**config.mk**
```make
export PLATFORM = sky130hd
export DESIGN_NAME = demux_1_to_4_reg
export DESIGN_NICKNAME = d
export VERILOG_FILES = /design/src/rtl/demux_1_to_4_reg.sv
export SDC_FILE = /design/constraint.sdc
export NUM_CORES = 1
export LEC_CHECK = 0
export CORE_MARGIN = 1.5
export CORE_UTILIZATION = 49
export DETAILED_ROUTE_END_ITERATION = 8
export PLACE_DENSITY = 0.86
export SKIP_CTS_REPAIR_TIMING = 1
export SLEW_MARGIN = 20
export SYNTH_ARGS = -nofsm -noshare
export SYNTH_HDL_FRONTEND = slang
export SYNTH_SLANG_ARGS = --single-unit
```
**constraint.sdc**
```tcl
create_clock -name clk -period 2.96 [get_ports clk]
set_input_delay 0.592 -clock clk [delete_from_list [all_inputs] [get_ports clk]]
set_output_delay 0.592 -clock clk [all_outputs]
set_load 0.01 [all_outputs]
```
**src/rtl/demux_1_to_4_reg.sv**
```systemverilog
// demux_1_to_4_reg
//   Routes one producer word into one of four registered output slots.
//   Each slot is either EMPTY or FULL. An accepted write loads the slot and
//   marks it FULL. A consumer ack on a FULL slot empties it. A write to a
//   slot takes priority over a same-cycle ack of that slot. Slot data is kept
//   after an ack and is only replaced by the next write to that slot.
//
//   Optional feature macro: DEMUX_BACKPRESSURE_EN
//     defined   : in_ready = ~out_valid[sel] | out_ack[sel]. A write to a FULL,
//                 un-acked slot stalls, and overflow is tied to 0.
//     undefined : in_ready = 1. A write to a FULL, un-acked slot overwrites
//                 the slot and sets overflow, which stays set until reset.
//
// Ports
//   clk        in   rising-edge clock
//   rst_n      in   synchronous active-low reset (clears data and control)
//   in_data    in   [WIDTH-1:0] producer word
//   sel        in   [1:0] destination slot
//   in_valid   in   producer write request
//   in_ready   out  write acceptance (combinational)
//   out_data   out  [4*WIDTH-1:0] slot registers, slot i at [i*WIDTH +: WIDTH]
//   out_valid  out  [3:0] per-slot FULL flag
//   out_ack    in   [3:0] per-slot consumer acknowledge
//   overflow   out  sticky flag: a FULL slot was overwritten
module demux_1_to_4_reg #(
  parameter int WIDTH = 32
) (
  input  logic               clk,
  input  logic               rst_n,
  input  logic [WIDTH-1:0]   in_data,
  input  logic [1:0]         sel,
  input  logic               in_valid,
  output logic               in_ready,
  output logic [4*WIDTH-1:0] out_data,
  output logic [3:0]         out_valid,
  input  logic [3:0]         out_ack,
  output logic               overflow
);

  logic [WIDTH-1:0] data_p1 [4];
  logic [3:0]       vld_p1;
  logic             accept;
  logic [3:0]       wr_hit;
  logic [3:0]       vld_nxt;

`ifdef DEMUX_BACKPRESSURE_EN
  // Stall only when the target slot is FULL and not being drained this cycle.
  assign in_ready = ~vld_p1[sel] | out_ack[sel];
  assign overflow = 1'b0;
`else
  logic ovf_p1;
  logic ovf_set;

  assign in_ready = 1'b1;
  // An overwrite is a write to a FULL slot that is not emptied in the same cycle.
  assign ovf_set  = accept & vld_p1[sel] & ~out_ack[sel];
  assign overflow = ovf_p1;

  always_ff @(posedge clk) begin
    if (!rst_n) begin
      ovf_p1 <= 1'b0;
    end else if (ovf_set) begin
      ovf_p1 <= 1'b1;
    end
  end
`endif

  assign accept = in_valid & in_ready;

  // A write sets its slot FULL and wins over an ack of that slot; acks on
  // EMPTY slots have no effect since they can only clear an already-clear bit.
  always_comb begin
    wr_hit  = 4'b0000;
    vld_nxt = vld_p1;
    if (accept) begin
      wr_hit = 4'b0001 << sel;
    end
    for (int i = 0; i < 4; i++) begin
      vld_nxt[i] = wr_hit[i] | (vld_p1[i] & ~out_ack[i]);
    end
  end

  // Stage p1: slot registers
  always_ff @(posedge clk) begin
    if (!rst_n) begin
      vld_p1 <= 4'b0000;
      for (int i = 0; i < 4; i++) begin
        data_p1[i] <= '0;
      end
    end else begin
      vld_p1 <= vld_nxt;
      for (int i = 0; i < 4; i++) begin
        if (wr_hit[i]) begin
          data_p1[i] <= in_data;
        end
      end
    end
  end

  assign out_valid = vld_p1;

  for (genvar g = 0; g < 4; g++) begin : g_pack
    assign out_data[g*WIDTH +: WIDTH] = data_p1[g];
  end

endmodule

```
==> reports/summary.txt <==
Gr usage total = 0.2234
CP bufs+invs = 1
Final Net Count = 539
Antenna Nets Post-Route = 0
P&R area growth vs syn = 49.18%
Max-Cap Viols = 0
Post-Syn Instances = 308
CP Max Fanout = 1
Routed vias = 3148
Slew headroom = 0.6636
CTS tree = done
Max VDD drop = 0.4647 mV
Flops & latches, synth = 133
Rows = 37
Post-synth top area cell = edfxtp_1
Crit. End Element = output port
Cell area power density = 643.5 nW/um^2
Hold WC Path Type = flop to flop
Synth unique cells = 25
Fmax = 0.4916 GHz
Final HPWL from detailed placement = 7.880 mm
Synth area leaders = edfxtp_1 75%, and2_1 15%, dfxtp_1 2.0%
Final hold vios = 0
Die Width = 105.0 um
IO Pins = 175
Status = complete, no violations
Final hold slack = 0.4591 ns
Worst stage delay on the critical path = 0.55 ns
Crit share post-route = 0.6872
First-pass GRT wire length = 18.09 mm
CTS clk-pin slew, worst paths = 0.06 ns
H-Tree Level Count = 4
RR Endpoint = overflow
DIE AREA = 11030 um^2
Family with the most delay on the worst path = buffers and inverters
R2R Path Start = out_valid[1]
DIE HEIGHT = 105.0 um
Setup crit start kind = flop
Worst skew pair latency = 0.51 ns
Final setup TNS = 0 ns
CP required = 2.37 ns
Setup CP Type = flop to output port
Wirelength per Cell = 18.07 um
Total Wirelength = 11.69 mm
Clk buf depth = 2
PortBufs = 173
Setup violators final = 0
Vias per cell = 4.866
Fin Clk Skew = 0.001854 ns
Core area = 10230 um^2
DRT iter0 DRCs = 176
Post-synthesis sequential area ratio = 0.7731
Hold Startpoint = overflow
RSZ-0062 raised after global routing = false
Synth top area share = 0.7535
Initial antenna violation count = 0
Fillers = 618
Crit path time final = 2.034 ns
Hold Path Sink = overflow
Critical Path AT = 1.44 ns
Slowest cell on the critical path = clkdlybuf4s50_1
CTS root buf = clkbuf_8
Slew @ Worst Pin = 0.5030 ns
Drt first pass iters = 4
# clock sinks = 133
Mapped Avg Cell Area = 16.56 um^2
Initial Utilization = 0.4986
Reg2reg path depth = 3
Fin. max-slew vios = 0
Synth Warn # = 0
FF-to-FF setup slack = 1.98 ns
Leakage = 0.002807 uW
Largest net degree at the start of global routing = 33
CP Cell Sequence = clkdlybuf4s50_1
Mapped cell area = 5101 um^2
Hold path depth = 2
Final Wtd Congestion = 0.8076
ANT cells = 0
Synthesized net count = 349
Clock buffer count from CTS = 17
Grt total ovfl = 0
Layout cells sized above 1 = 0.1037
DRC viols = 0
Vias in the first global route = 3229
[stage by stage]
| stage | area, um^2 | power, uW | setup WS, ns | cells | util |
|---|---|---|---|---|---|
| detailed placement | 7005 | 2817 | 0.6152 | 615 | 0.6847 |
| CTS | 7610 | 4928 | 0.8905 | 647 | 0.7438 |
| global placement | 7005 | 2802 | 0.6845 | 615 | 0.6847 |
| floorplan | 5101 | 2439 | 0.9774 | 308 | - |
| global route | 7610 | 5046 | 0.8746 | 647 | 0.7438 |
| finish | 7610 | 4897 | 0.9258 | 647 | 0.7438 |
[power breakdown]
group | total, uW | internal [uW] | switching (uW)
Combinational | 530 | 298 | 232
Sequential | 2250 | 2200 | 42.5
Clock | 2120 | 1360 | 756
Total | 4900 | 3870 | 1030
[sequential cells by signal (all words and copies together), names as in the netlist]
name,cells
data_p1,128
overflow,1
out_valid,4
[metal layers]
metal	wire [um]	track usage	part of all wire	vias to the layer above
met5	0	0	0	-
met4	272	0.09100	0.023	0
met3	806	0.08172	0.069	26
met2	5944	0.3702	0.51	141
met1	4668	0.2636	0.40	1518
li1	-	-	-	1463
[worst max-delay path by stage]
| stage | slack [ns] | cells past startpoint | endpoint | start |
|---|---|---|---|---|
| floorplan | 0.98 | 3 | data_p1[2][0] | sel[0] |
| global placement | 0.68 | 5 | data_p1[1][1] | rst_n |
| detailed placement | 0.62 | 5 | data_p1[1][11] | rst_n |
| CTS | 0.89 | 1 | out_data[24] | data_p1[0][24] |
| global route | 0.87 | 1 | out_data[93] | data_p1[2][29] |
| finish | 0.93 | 1 | out_data[24] | data_p1[0][24] |
[layout by cell type, fill, tap and decap left out, drive strengths merged, types with 4 or more instances in the layout]
master | netlist | layout
edfxtp | 128 | 128
nand2 | 8 | 8
clkinv | 0 | 6
and2 | 128 | 128
clkdlybuf4s50 | 0 | 173
clkbuf | 6 | 19
bufinv | 0 | 4
buf | 10 | 14
dfxtp | 5 | 5
[cell usage after synthesis]
library cell	count
and2_1	125
nor3_4	1
nor3b_4	2
nor2_1	1
buf_6	6
nor2_2	1
nor4_1	1
conb_1	1
nor4bb_1	2
edfxtp_1	128
o21ai_1	1
inv_1	3
nand3b_1	3
nand2_4	1
nor4b_1	1
a31o_1	1
and2_2	3
clkbuf_2	6
dfxtp_1	5
buf_4	4
nand2_1	7
o21ai_0	1
a31o_2	2
and4b_1	1
nand3_1	1
[logic make-up after synthesis]
group                  share of synthesized area
AOI/OAI and AO/OA                       0.007112
buffers and inverters                    0.02723
DFF                                       0.7731
other                                  0.0007351
and+or+nand+nor                           0.1918
[area by class of cell]
| type | instances | area [um^2] | area share |
|---|---|---|---|
| Multi-Input combinational cell | 156 | 1018 | 0.1338 |
| Clock buffer | 19 | 421.7 | 0.05541 |
| Clock inverter | 13 | 182.7 | 0.02401 |
| Sequential cell | 133 | 3944 | 0.5183 |
| Tap cell | 136 | 170.2 | 0.02236 |
| Timing Repair Buffer | 187 | 1862 | 0.2447 |
| Inverter | 3 | 11.26 | 0.001480 |
No activity file was read; power rests on OpenSTA's default activity.
